===== src/rtl/jt51_exp2lin_dac.sv =====
// Serial floating-point (10-bit mantissa, 3-bit exponent) to 16-bit linear stereo converter.
// Optional build macro JT51_EXP2LIN_ROUND_EN adds a half-LSB fill below the decoded value.
module jt51_exp2lin_dac #(
    parameter int unsigned SH_POL = 1
) (
    input  logic               clk,
    input  logic               rst,
    input  logic               cen,
    input  logic               so,
    input  logic               sh1,
    input  logic               sh2,
    output logic signed [15:0] left,
    output logic signed [15:0] right,
    output logic               left_vld,
    output logic               right_vld,
    output logic               frame_err
);

    localparam logic L_ACT = (SH_POL != 0);

    logic [1:0]  w_act;
    logic        w_both;
    logic [12:0] r_sr   [2];
    logic [3:0]  r_cnt  [2];
    logic [1:0]  r_bad;
    logic [1:0]  r_prev;
    logic [1:0]  r_pend;
    logic        r_epend;

    assign w_act[0] = (sh1 == L_ACT);
    assign w_act[1] = (sh2 == L_ACT);
    assign w_both   = &w_act;

    function automatic logic [15:0] f_decode(input logic [12:0] fr);
        logic [2:0]  e;
        logic [15:0] lin;
        e   = (fr[12:10] == 3'd0) ? 3'd1 : fr[12:10];
        lin = {{6{fr[9]}}, fr[9:0]} << (e - 3'd1);
`ifdef JT51_EXP2LIN_ROUND_EN
        if (e >= 3'd2) begin
            lin[{1'b0, e} - 4'd2] = 1'b1;
        end
`endif
        return lin;
    endfunction

    // Frame capture: frames are LSB first, so new bits enter at the top and move down.
    always_ff @(posedge clk or posedge rst) begin
        if (rst) begin
            for (int c = 0; c < 2; c++) begin
                r_sr[c]  <= '0;
                r_cnt[c] <= '0;
            end
            r_bad   <= '0;
            r_prev  <= '0;
            r_pend  <= '0;
            r_epend <= 1'b0;
        end else begin
            r_pend  <= '0;
            r_epend <= 1'b0;
            if (cen) begin
                for (int c = 0; c < 2; c++) begin
                    r_prev[c] <= w_act[c];
                    if (w_both) begin
                        r_bad[c] <= 1'b1;
                        if (!r_prev[c]) begin
                            r_cnt[c] <= '0;
                        end
                    end else if (w_act[c]) begin
                        if (!r_prev[c]) begin
                            r_sr[c]  <= {so, 12'd0};
                            r_cnt[c] <= 4'd1;
                            r_bad[c] <= 1'b0;
                        end else begin
                            r_sr[c] <= {so, r_sr[c][12:1]};
                            if (r_cnt[c] != 4'd15) begin
                                r_cnt[c] <= r_cnt[c] + 4'd1;
                            end
                        end
                    end
                    if (r_prev[c] && !w_act[c]) begin
                        if (r_cnt[c] == 4'd13 && !r_bad[c]) begin
                            r_pend[c] <= 1'b1;
                        end else begin
                            r_epend <= 1'b1;
                        end
                    end
                end
            end
        end
    end

    // Output stage runs one clk behind end of frame; r_sr is still intact at that edge.
    always_ff @(posedge clk or posedge rst) begin
        if (rst) begin
            left      <= '0;
            right     <= '0;
            left_vld  <= 1'b0;
            right_vld <= 1'b0;
            frame_err <= 1'b0;
        end else begin
            left_vld  <= r_pend[0];
            right_vld <= r_pend[1];
            frame_err <= r_epend;
            if (r_pend[0]) begin
                left <= f_decode(r_sr[0]);
            end
            if (r_pend[1]) begin
                right <= f_decode(r_sr[1]);
            end
        end
    end

endmodule


===== config.mk =====
export PLATFORM = sky130hd
export DESIGN_NAME = jt51_exp2lin_dac
export DESIGN_NICKNAME = d
export VERILOG_FILES = /design/src/rtl/jt51_exp2lin_dac.sv
export SDC_FILE = /design/constraint.sdc
export NUM_CORES = 1
export LEC_CHECK = 0
export BUFFER_PORTS_ARGS = -buffer_cell sky130_fd_sc_hd__buf_2
export CORE_MARGIN = 2
export CORE_UTILIZATION = 46
export DETAILED_ROUTE_END_ITERATION = 6
export PLACE_DENSITY = 0.7
export SYNTH_ARGS = -nofsm -noshare
export SYNTH_HDL_FRONTEND = slang
export SYNTH_SLANG_ARGS = --single-unit

===== constraint.sdc =====
create_clock -name clk -period 4 [get_ports clk]
set_input_delay 0.2 -clock clk [delete_from_list [all_inputs] [get_ports clk]]
set_output_delay 0.2 -clock clk [all_outputs]
set_load 0.005 [all_outputs]

# After elaboration in Yosys (flattened, before gate mapping)
# Cells that the tools add are included.
[totals]
inputBits = 6
out_inout_bits = 35
ff_bits = 76
elab_cells = 80
[classes]
n_reduce_logical = 19
muxes = 30
n_shift = 2
addsub = 4
bitwise = 1
eq_ne = 10
[op_table]
columns = ["cell", "count"]
rows = [
  ["4-bit two-way mux", 10],
  ["16-bit by 3-bit left shift with 16-bit output", 2],
  ["12-bit two-way mux", 2],
  ["1-bit two-way mux", 15],
  ["3-bit AND reduction", 4],
  ["4-bit by 1-bit adder with 4-bit output (second input constant)", 2],
  ["4-bit == test (second input constant)", 2],
  ["2-bit inequality test (second input constant)", 4],
  ["4-bit inequality test (second input constant)", 2],
  ["4-bit AND reduction", 2],
  ["3-bit zero test", 2],
  ["3-bit two-way mux", 2],
  ["3-bit by 1-bit subtractor with 3-bit output (second input constant)", 2],
  ["1-bit logical AND", 4],
  ["1-bit zero test", 4],
  ["2-bit by 1-bit inequality test with 1-bit output (second input constant)", 2],
  ["2-bit nonzero test", 2],
  ["2-bit two-way mux", 1],
  ["2-bit AND reduction", 1],
  ["1-bit NOT", 1],
]

# Longest topological paths before layout
[depth]
ltp_word = 7
ltp_mapped = 8

# Least setup slack after synthesis
# Ideal clock, no wire load.
[synth_timing]
path_type = "reg2reg"
startpoint = "register r_sr[11] in the netlist's numbering"
endpoint = "register right[14]"
synth_period_minus_slack_ns = 2.029
path_slack_ns = 1.971
required_ns = 3.875
stages_incl_launch_ff = 9
arrival_ns = 1.904
setup_time_ns = 0.125
cell_sequence = "dfrtp_1 buf_2 o21bai_4 inv_2 ha_1 nand2b_1 o22ai_1 mux2_2 mux2_2"
[synth_between]
elab_chain_cells = 4
[synth_rtl]
columns = ["item", "line", "source"]
rows = [
  ["from (decl)", "23", "logic [12:0] r_sr [2];"],
  ["from (signal, indexed assignment)", "71", "r_sr[c] <= {so, 12'd0};"],
  ["from (signal, indexed assignment)", "75", "r_sr[c] <= {so, r_sr[c][12:1]};"],
  ["3-bit zero test", "37", "e = (fr[12:10] == 3'd0) ? 3'd1 : fr[12:10];"],
  ["3-bit two-way mux *", "37", ""],
  ["3-bit by 1-bit subtractor with 3-bit output *", "38", "lin = {{6{fr[9]}}, fr[9:0]} << (e - 3'd1);"],
  ["16-bit by 3-bit left shift with 16-bit output *", "38", ""],
  ["to (signal assigned)", "109", "right <= f_decode(r_sr[1]);"],
  ["to (decl)", "13", "output logic signed [15:0] right,"],
]
# Every way passes the cells marked *; elsewhere a longest branch is shown, timed or not.
# A chain may end at the register's enable or synchronous reset.

# Final worst setup path
[layout_timing]
startpoint = "register r_sr[11] in the netlist's numbering"
endpoint = "register right[2]"
# Same word-level chain as after synthesis.

==> results.txt <==
----------------------------------------------------
[Worst setup path]
  Ordered cell list for the critical path ... o21bai_4, inv_2, ha_1, xnor2_1, nand2_1, a211o_1, o21ai_0
  Buf/Inv on CP ... 1
  Endpoint required time on the critical path ... 4250 ps
  Maximum fanout encountered on the critical timing path ... 17
  Element type at the critical path start ... register
  R2R Path End ... right[2]$_DFFE_PP0P_
  Setup Crit Path Kind ... reg2reg
  Critical-path cell with the highest stage delay ... sky130_fd_sc_hd__xnor2_1
  Reg2Reg Launch Point ... r_sr[11]$_DFFE_PP0P_
  Number of cells on the worst reg-to-reg path ... 7
  Largest stage delay on the critical path ... 820 ps
  Worst setup EP type ... register
  Endpoint arrival time on the critical path ... 2990 ps
  Top Family by Delay on Critical Path ... XOR/XNOR gates
  Reg2reg setup slack ... 1260 ps

[GRT]
  Number of global-route vias before repair ... 2977
  GRT met3 Usage ... 4.01%
  Met1 track utilization from global routing ... 27.5%
  Number of antenna violations at the first check in global routing ... 0
  Most heavily used metal layer in global routing ... met1
  Met2 capacity usage during global routing ... 25.5%
  Global-route usage over all layers ... 18.0%
  Global-route wire length before repair ... 14.4 mm
  Pin count of the biggest net entering global routing ... 51
  Overflow left after global routing ... 0

[STA]
  Hold WS ... 96.6 ps
  Total count of max-transition violations in the final report ... 0
  Setup repair after global routing missed its margin ... no
  Slew Limit Headroom ... 31.5%
  Setup Skew ... 12.9 ps
  Number of hold-slack violations in the final timing report ... 0
  Final cycle utilization of the critical path ... 68.6%
  Final setup violation count ... 0
  Final sum of negative setup slack ... 0 ps
  Smallest setup slack after layout ... 1260 ps
  Clock period minus worst slack ... 2740 ps
  Least-Margin Pin Slew ... 1020 ps
  Max frequency ... 364 MHz

[Placement]
  Number of buffers added on ports ... 40
  Worst-case setup slack after placement ... 1280 ps
  Number of placed instances, taps included ... 561
  Final estimated routing congestion in global placement ... 0.898
  Placed wire-length estimate ... 5.87 mm

[Clock network]
  Post-CTS setup repair buffer count ... 0
  CTS H-tree lvls ... 3
  Later-pin clock latency in the skew report ... 340 ps
  Post-CTS Resized ... 0
  Largest buffer count on any clock path ... 2
  Number of buffers added by the clock tree synthesis step ... 9
  Post-cts hold buffer count ... 0
  Clock tree from TritonCTS ... built
  Clock Pin Slew Worst Setup and Hold Paths ... 90 ps
  Clock net sink count ... 76
  Cell chosen for the clock root ... sky130_fd_sc_hd__clkbuf_8

[Logic synthesis]
  Compound-Gate Fraction of Synth Area ... 17.2%
  Leading cell types by total area after synthesis ... sky130_fd_sc_hd__dfrtp_1, sky130_fd_sc_hd__nand2_1, sky130_fd_sc_hd__o21ai_0, sky130_fd_sc_hd__mux4_2, sky130_fd_sc_hd__mux2i_1
  Sequential share of the synthesized area ... 45.7%
  Mean post-synth cell area ... 9.38 um2
  Mux cell area share after synthesis ... 9.97%
  Cell area after technology mapping ... 0.00417 mm2
  Cells after Synth ... 444
  Post-synthesis cell type with the largest combined area ... sky130_fd_sc_hd__dfrtp_1
  Combinational family with the most area after synthesis ... simple AND/OR/NAND/NOR gates
  Syn Nets ... 456
  Yosys Warn Count ... 0
  Adder-cell share of the synthesized area ... 1.80%
  Fraction of synthesized cell area taken by the top area cell type ... 45.7%
  Number of register bits inferred by synthesis ... 76
  Distinct cells, synth ... 61
  Share of synthesized flip-flops with an asynchronous set or reset ... 100%
  Synthesized-area fraction occupied by and/or/nand/nor cells ... 17.9%
  Area share of xor/xnor cells in the synthesized design ... 1.02%
  EDFF count, synth ... 0
  Most frequently used flop master after synthesis ... sky130_fd_sc_hd__dfrtp_1

[Power]
  Total internal power ... 0.00139 W
  Power per unit of standard cell area ... 446 mW/mm2
  Relative contribution of the clock network to total power ... 31.3%
  Leakage power ... 2.05 nW
  Switching power ... 0.000650 W
  Switching Fraction ... 31.8%
  VDD IR-drop max ... 183 uV
  Share of total power in sequential cells ... 45.1%
  Part of the total power dissipated in combinational logic ... 23.6%

[Routing]
  Routed wire length ... 8.57 mm
  Routed via count ... 3270
  Number of optimization iterations in the first detailed-route pass ... 4
  Post-DR vias/cell ... 5.67
  WL per Instance ... 14.9 um
  Initial DRC count ... 177
  DRC ... 0
  Number of routed nets with antenna violations ... 0

[Min path]
  Hold crit path type ... in2async

[Finish]
  Area added between synthesis and finish ... 10.0%
  Utilization after layout ... 52.3%
  Fill cell count ... 796
  Antenna diode instance count ... 0
  Fraction of final layout cells with drive strength greater than 1 ... 17.7%
  Final #Nets ... 476
  Final instance count without filler cells ... 577

[Die]
  Die footprint ... 0.00983 mm2
  Site row count ... 34
  Y dimension of the die ... 99.2 um
  Initial core utilization ... 47.5%
  Overall die width ... 99.2 um
  Core footprint ... 0.00876 mm2
  Top-level I/O count ... 41

[Flow run]
  Number of maximum-capacitance violations ... 0

[Outcome]
  Outcome ... complete, no violations

----------------------------------------------------
-- per-stage QoR --
stage / total power (W) / cell area [um2]
after floorplan: 0.00132 / 4170
after global placement: 0.00140 / 4370
after detailed placement: 0.00141 / 4370
after CTS: 0.00205 / 4580
after global routing: 0.00216 / 4580
final: 0.00204 / 4580
-- cell families after synthesis --
family	count (synthesis)
AO/OA/AOI/OAI	108
XOR/XNOR	4
adder cells (fa/ha/maj)	6
buffers and inverters	63
flip-flops	76
multiplexers	32
AND/OR/NAND/NOR	155
-- power groups by stage --
stage / Combinational, W / Clock (W) / Sequential [W]
2_1_floorplan: 0.000439 / 0 / 0.000881
3_3_place_gp: 0.000470 / 0 / 0.000930
3_5_place_dp: 0.000480 / 0 / 0.000934
4_1_cts: 0.000483 / 0.000651 / 0.000919
5_1_grt: 0.000537 / 0.000686 / 0.000935
6_report: 0.000483 / 0.000640 / 0.000921
-- synthesized netlist by cell type, drive strengths merged, types with 2 or more instances --
library cell and n:
o21ai 41, nand3b 2, xor2 2, o31ai 5, xnor2 2, o221ai 8, and4bb 2, nand4b 2
and3 4, nor3b 3, a31oi 10, o21bai 3, mux4 6, a211o 3, nor2 26, a21oi 13
nand2 69, clkbuf 23, buf 10, nand2b 2, o32a 3, o22ai 6, ha 6, o2111ai 2
nor4bb 2, inv 30, o211ai 3, nor2b 6, nor3 8, nand3 16, or3b 2, dfrtp 76
and2 2, mux2i 13, mux2 13, nand4 5
-- placed cells by master, fill, tap and decap left out, types with 3 or more instances in the layout --
master / instances
sky130_fd_sc_hd__mux2_2: 10
sky130_fd_sc_hd__o21ai_0: 38
sky130_fd_sc_hd__nor3_1: 8
sky130_fd_sc_hd__clkbuf_8: 10
sky130_fd_sc_hd__nand2_1: 69
sky130_fd_sc_hd__nand4_1: 5
sky130_fd_sc_hd__clkinv_2: 3
sky130_fd_sc_hd__nor2b_1: 6
sky130_fd_sc_hd__inv_1: 27
sky130_fd_sc_hd__a21oi_1: 13
sky130_fd_sc_hd__and3_1: 4
sky130_fd_sc_hd__a211o_1: 3
sky130_fd_sc_hd__mux2i_1: 13
sky130_fd_sc_hd__dfrtp_1: 76
sky130_fd_sc_hd__mux4_2: 6
sky130_fd_sc_hd__ha_1: 6
sky130_fd_sc_hd__o32a_1: 3
sky130_fd_sc_hd__nor3b_1: 3
sky130_fd_sc_hd__o211ai_1: 3
sky130_fd_sc_hd__o22ai_1: 6
sky130_fd_sc_hd__nand3_1: 16
sky130_fd_sc_hd__nor2_1: 26
sky130_fd_sc_hd__buf_2: 40
sky130_fd_sc_hd__o31ai_1: 5
sky130_fd_sc_hd__a31oi_1: 10
sky130_fd_sc_hd__o221ai_1: 8
-- per-layer routing --
layer  vias up  part of all wire, %
li1       1621                    -
met1      1573                   52
met2        72                   44
met3         4                  3.7
met4         0                 0.87
met5         -                    0
-- cell type report --
cell class              count  area, um2  share of cell area, %
clock buffers              11        141                   3.09
clock inverters             5       75.1                   1.64
inverters                  30        118                   2.57
multi-input cells         305       2000                   43.6
flip-flops and latches     76       1900                   41.5
well taps                 108        135                   2.95
repair buffers             42        215                   4.70
-- worst max path at each step --
stage                           endpoint  slack [ps]                 start  depth (start not counted)
floorplan            frame_err$_DFF_PP0_        1860                   rst                          1
global placement    right[2]$_DFFE_PP0P_        1380  r_sr[11]$_DFFE_PP0P_                          7
detailed placement  right[2]$_DFFE_PP0P_        1280  r_sr[11]$_DFFE_PP0P_                          7
CTS                 right[2]$_DFFE_PP0P_        1270  r_sr[11]$_DFFE_PP0P_                          7
global route        right[2]$_DFFE_PP0P_         990  r_sr[11]$_DFFE_PP0P_                          7
finish              right[2]$_DFFE_PP0P_        1260  r_sr[11]$_DFFE_PP0P_                          7
-- registers in the layout, indices dropped and copies added (netlist names) --
name / flops
r_bad: 2
r_sr: 26
right: 16
r_epend: 1
left: 16
r_pend: 2
r_cnt: 8
frame_err: 1
left_vld: 1
r_prev: 2
right_vld: 1
Power figures use the tool's default switching activity.
